[src/rtl/fetch_unit.sv]
// F-stage PC owner: issues synchronous IM reads and presents F_PC/F_Instr to the F/D register.
// Handles F/D stalls, taken branches (delay slot kept), exception/eret restarts and AdEL fetch faults.
module fetch_unit #(
  parameter logic [31:0] RESET_PC = 32'h0000_3000,
  parameter logic [31:0] IM_BASE  = 32'h0000_3000,
  parameter int          IM_DEPTH = 4096
) (
  input  logic        clk,
  input  logic        reset,
  input  logic        WrEn,
  input  logic        redirect,
  input  logic [31:0] redirect_target,
  input  logic        restart,
  input  logic [31:0] restart_pc,
  output logic        im_en,
  output logic [31:0] im_addr,
  input  logic [31:0] im_rdata,
  output logic [31:0] F_PC,
  output logic [31:0] F_Instr,
  output logic        F_Valid,
  output logic        F_ExcAdEL
);

  typedef enum logic [1:0] {BOOT, RUN, HOLD, FAULT} state_t;

  // One bit wider than an address so a window reaching 2^32 does not wrap.
  localparam logic [32:0] IM_LIMIT = {1'b0, IM_BASE} + (33'(IM_DEPTH) << 2);

  state_t      state, state_nxt;
  logic [31:0] pc_q, pc_nxt;
  logic [31:0] hold_q, hold_nxt;
  logic [31:0] next_addr;
  logic        next_legal;

  function automatic logic legal(input logic [31:0] a);
    return (a[1:0] == 2'b00) && (a >= IM_BASE) && ({1'b0, a} < IM_LIMIT);
  endfunction

  assign next_addr  = restart             ? restart_pc      :
                      (redirect && WrEn)  ? redirect_target :
                                            pc_q + 32'd4;
  assign next_legal = legal(next_addr);
  assign F_PC       = pc_q;

  always_ff @(posedge clk) begin
    if (!reset) begin
      state  <= BOOT;
      pc_q   <= '0;
      hold_q <= '0;
    end else begin
      state  <= state_nxt;
      pc_q   <= pc_nxt;
      hold_q <= hold_nxt;
    end
  end

  always_comb begin
    state_nxt = state;
    pc_nxt    = pc_q;
    hold_nxt  = hold_q;
    im_en     = 1'b0;
    im_addr   = pc_q;
    F_Instr   = '0;
    F_Valid   = 1'b0;
    F_ExcAdEL = 1'b0;

    case (state)
      BOOT: begin
        im_addr   = RESET_PC;
        im_en     = legal(RESET_PC);
        pc_nxt    = RESET_PC;
        state_nxt = legal(RESET_PC) ? RUN : FAULT;
      end
      RUN, HOLD: begin
        F_Instr = (state == RUN) ? im_rdata : hold_q;
        F_Valid = 1'b1;
        if (WrEn) begin
          im_addr   = next_addr;
          im_en     = next_legal;
          pc_nxt    = next_addr;
          state_nxt = next_legal ? RUN : FAULT;
        end else if (state == RUN) begin
          // Capture the returned word so the IM can sit idle for the whole stall.
          hold_nxt  = im_rdata;
          state_nxt = HOLD;
        end
      end
      FAULT: begin
        F_ExcAdEL = 1'b1;
      end
      default: state_nxt = BOOT;
    endcase

    // Restart overrides everything, including a pending stall; held data is dropped.
    if (restart) begin
      im_addr   = restart_pc;
      im_en     = next_legal;
      pc_nxt    = restart_pc;
      hold_nxt  = '0;
      state_nxt = next_legal ? RUN : FAULT;
    end
  end

endmodule

[config.mk]
export PLATFORM = sky130hd
export DESIGN_NAME = fetch_unit
export DESIGN_NICKNAME = d
export VERILOG_FILES = /design/src/rtl/fetch_unit.sv
export SDC_FILE = /design/constraint.sdc
export NUM_CORES = 1
export LEC_CHECK = 0
export ABC_AREA = 1
export CORE_ASPECT_RATIO = 1.4
export CORE_MARGIN = 4
export CORE_UTILIZATION = 30
export CTS_BUF_LIST = sky130_fd_sc_hd__clkbuf_8 sky130_fd_sc_hd__clkbuf_16
export CTS_CLUSTER_SIZE = 20
export DETAILED_ROUTE_END_ITERATION = 10
export GPL_ROUTABILITY_DRIVEN = 0
export MAX_ROUTING_LAYER = met4
export SLEW_MARGIN = 20
export SYNTH_ARGS = -nofsm -noshare
export SYNTH_HDL_FRONTEND = slang
export SYNTH_SLANG_ARGS = --single-unit
[constraint.sdc]
create_clock -name clk -period 4.5 [get_ports clk]
set_clock_uncertainty 0.05 [all_clocks]
set_input_delay 0.675 -clock clk [delete_from_list [all_inputs] [get_ports clk]]
set_output_delay 0.675 -clock clk [all_outputs]
set_load 0.02 [all_outputs]
### Word level (Yosys, flattened, before mapping)

Cells that the tools add are included.

| cells by class | value |
|---|---|
| $add $sub $neg | 1 |
| $lt $le $gt $ge | 2 |
| equal/unequal tests | 4 |
| mux-type cells | 17 |
| bitwise gates (word level) | 2 |
| reduce and logical (&&, ||, !) cells | 10 |

Operator list:

| operator | count |
|---|---|
| $mux W32 | 6 |
| $pmux W32 S2 | 1 |
| $add A32 B3 Y32 const B | 1 |
| $ge A32 B14 Y1 const B | 1 |
| $lt A32 B15 Y1 const B | 1 |
| $mux W2 | 4 |
| $eq A2 B2 Y1 const B | 2 |
| $logic_not A2 Y1 | 2 |
| $mux W1 | 4 |
| $ne A4 B4 Y1 const B | 1 |
| $pmux W2 S2 | 1 |
| $reduce_and A2 Y1 | 2 |
| $reduce_or A2 Y1 | 2 |
| $logic_and A1 B1 Y1 | 3 |
| $reduce_bool A3 Y1 | 1 |
| $eq A2 B1 Y1 const B | 1 |
| $not A1 Y1 | 2 |
| $pmux W1 S2 | 1 |

| storage, ports and cells | value |
|---|---|
| register bits | 66 |
| input port bits | 101 |
| output and inout bits | 99 |
| logic and storage cells | 39 |

### Depth between registers and ports, before layout

| depth | value |
|---|---|
| depth in word-level cells | 10 |
| gate-level depth with buffers | 18 |
| mapped depth without buffers | 18 |

### Worst setup path before layout

OpenSTA, ideal clock, no wires.

| timing | value |
|---|---|
| path kind | register to output |
| from | reg pc_q[2], in the netlist F_PC[2] |
| to | out im_en |
| data arrival time | 2.182 ns |
| data required time | 3.775 ns |
| path slack | 1.593 ns |
| stages on the path, launching flop included | 15 |
| cell sequence | dfxtp_1 > ha_1 > nand2_2 > nor2_4 > nand3_2 > inv_2 > nand2_1 > xor2_1 > nand2_1 > a21boi_0 > nand3_1 > nor2_2 > nand3_1 > nor2_1 > o21a_1 |

| between the ends | value |
|---|---|
| cells in the longest elaborated chain, start to end | 9 |
| elaborated cells between the ends (all ways) | 10 |

RTL lines:

| element | line | source |
|---|---|---|
| from (decl) | 30 | `logic [31:0] pc_q, pc_nxt;` |
| from (signal assigned) | 52 | `pc_q <= pc_nxt;` |
| $add A32 B3 Y32 (*) | 41 | `pc_q + 32'd4;` |
| $mux W32 (*) | 40 | `(redirect && WrEn) ? redirect_target :` |
| $mux W32 (*) | 39 | `assign next_addr = restart ? restart_pc :` |
| $ge A32 B14 Y1 | 36 | `return (a[1:0] == 2'b00) && (a >= IM_BASE) && ({1'b0, a} < IM_LIMIT);` |
| $logic_and A1 B1 Y1 | 36 |  |
| $logic_and A1 B1 Y1 (*) | 36 |  |
| $mux W1 | 77 | `if (WrEn) begin` |
| $pmux W1 S2 | 67 | `case (state)` |
| $mux W1 (*) | 95 | `if (restart) begin` |
| to (decl) | 15 | `output logic im_en,` |

Every way passes the cells marked *; elsewhere a longest branch is shown, timed or not.

### Worst setup path after layout

Ends and elaborated chain as after synthesis.

==> results.yml <==
run_status:
  outcome: "completed"
sta:
  tightest_slew_ps: 763
  hold_viol_final: 0
  period_share: 0.932
  slew_violations: 0
  rsz0062_at_grt: "no"
  fin_ws_ps: 307
  finalCriticalPeriod_ps: 4190
  relSlewSlack: 0.491
  setup_tns_ps: 0
  max_freq_mhz: 238
  final-setup-viol-count: 0
logic_synthesis:
  ys_seq_area_frac: 0.258
  post-synth-top-area-cell: "dfxtp_1"
  syn_area_um2: 5110
  syn_area_per_cell_um2: 6.03
  syn_inst: 848
  yosysMostFrequentCell: "nand2_1"
  ys_seq_elements: 66
  async_reset_ff_frac: 0
  syn_nets: 954
  yosysUniqueCellTypes: 41
  synth_top_area_frac: 0.258
  synth_edf_count: 0
  synth_commonest_cells: "nand2_1 (236), nor2_1 (159), dfxtp_1 (66)"
  synth_area_leaders: "dfxtp_1 (26%), nand2_1 (17%), nor2_1 (12%), mux2i_1 (6.3%), o21ai_0 (5.1%)"
  ys.flop_type: "dfxtp_1"
  ys_warn_count: 0
die:
  dieArea_um2: 19200
  ios: 200
  start_util: 0.305
  rows: 56
  die_x_um: 118
  core_um2: 16700
  dieHeight_um: 162
power_and_ir_drop:
  intPower_uw: 1450
  p_leak_uw: 0.00300
  swShare: 0.367
  pwr-share-clk: 0.330
  ir_drop_mv: 0.171
  pwr-share-seq: 0.291
  combPwrFrac: 0.379
  pwr_density_cell_nw_per_um2: 301
  p_sw_uw: 841
layout:
  drive_above_1_share: 0.0609
  nets: 1135
  antenna_cells: 0
  area_growth_pct: 49.0
worst_setup_path:
  startpoint_type: "flip-flop"
  crit_arrival_ps: 3470
  critPathKind: "flip-flop to primary output"
  crit_fanout: 7
  worstSetupStartpoint: "F_PC[2]$_SDFF_PN0_"
  critPathCaptureType: "primary output"
  reg2reg_from: "F_PC[2]$_SDFF_PN0_"
  rr_worst_depth: 16
  cp.required_ps: 3770
global_route:
  antenna_found_initial: 0
  grt_overflow: 0
  grt_pass1_wl_mm: 32.5
  grt_pass1_vias: 6198
  track_usage: 0.219
  grt_max_degree: 56
place:
  dp_hpwl_mm: 15.7
  io_buffers: 199
  pre_cts_ws_ps: 377
clock_tree:
  numCtsBuffers: 9
  cts_setup_buffers: 0
  clock_latency_ps: 340
  cts.reportedPaths.clkPinSlew_ps: 60
  cts.htree.levels: 3
  holdBufCountCts: 0
  cts_sinks: 66
  cts_tree: "done"
  cts_resized: 0
  root_buffer: "clkbuf_16"
  clk_path_buf_depth: 2
route:
  route.detailed.drc: 0
  post_drt_wl_per_cell_um: 16.8
  routed_wl_mm: 20.8
  first_pass_iters: 5
  vias: 6225
  drt_iter0_drc: 362
  routed_via_density: 5.03
  drtAntennaViolNets: 0
hold_path:
  min_path_type: "flip-flop to flip-flop"
  min_from: "state[0]$_SDFFE_PN0P_"
  whs_path_depth: 2
run:
  max_cap_violations: 0
[critical path: stages, from the launching register on]
cell	delay, ps
dfxtp_1	480
ha_1	240
nand2_2	100
nor2_4	190
nand2_1	190
inv_1	140
nand2_1	60
nand2_1	60
nand3_1	60
a21boi_1	210
nand2_1	140
nor3_2	230
nand3_1	110
nor2_1	120
o21a_1	120
clkdlybuf4s50_1	660
[per-layer routing]
metal  wire length, µm  global-route usage  up-vias
met5                 0                   -        -
met4               673              0.0827        0
met3              1710              0.0691       50
met2             10100               0.377      235
met1              8340               0.237     2788
li1                  -                   -     3152
[state kept, by name, indices dropped and copies added (netlist names)]
name    cells
F_PC       32
hold_q     32
state       2
[path summary, 6_finish.rpt]
kind / endpoint / slack, ps
worst max-delay path: im_en / 310
worst min-delay path: state[0]$_SDFFE_PN0P_ / 470
worst max register to register: state[1]$_SDFFE_PN0P_ / 1890
worst min register to register: state[0]$_SDFFE_PN0P_ / 470
[layout by cell type, fill, tap and decap left out, types with 28 or more instances in the layout]
cell type | Yosys | layout
a21oi_1 | 50 | 50
clkdlybuf4s50_1 | 0 | 198
dfxtp_1 | 66 | 66
inv_1 | 47 | 48
mux2i_1 | 32 | 32
nand2_1 | 236 | 236
nand3_1 | 36 | 36
nor2_1 | 159 | 159
o21a_1 | 28 | 28
o21ai_0 | 52 | 52
[power groups by stage]
stage	registers (µW)	clock network [µW]	logic, µW
CTS	667	774	875
floorplan	689	0	462
detailed placement	680	0	870
global route	673	799	943
finish	668	756	868
global placement	680	0	871
[cells by family (layout without fill, tap and decap cells)]
| family | count (synthesis) | in the layout | synth area share |
|---|---|---|---|
| multiplexers | 32 | 32 | 0.0626 |
| AO/OA/AOI/OAI | 177 | 177 | 0.211 |
| buffers and inverters | 98 | 284 | 0.0736 |
| flip-flops | 66 | 66 | 0.258 |
| adder cells (fa/ha/maj) | 5 | 5 | 0.0122 |
| XOR/XNOR | 2 | 2 | 0.00343 |
| AND/OR/NAND/NOR | 468 | 468 | 0.379 |
[per-stage QoR]
stage	total power [µW]	cells	utilization	hold slack, ps	cell area [µm²]
floorplan	1150	848	-	427	5110
global placement	1550	1221	0.437	450	7310
detailed placement	1550	1221	0.437	462	7310
CTS	2320	1237	0.455	471	7620
global route	2420	1237	0.455	494	7620
finish	2290	1237	0.455	467	7620
[area by class of cell]
type	instances	area, µm²
clock buffer	11	253
fill	1765	9130
sequential	66	1320
tap	203	254
clock inverter	5	53.8
multi-input combinational	684	3420
timing repair buffer	215	2120
inverter	53	199
No activity file was read; power rests on OpenSTA's default activity.
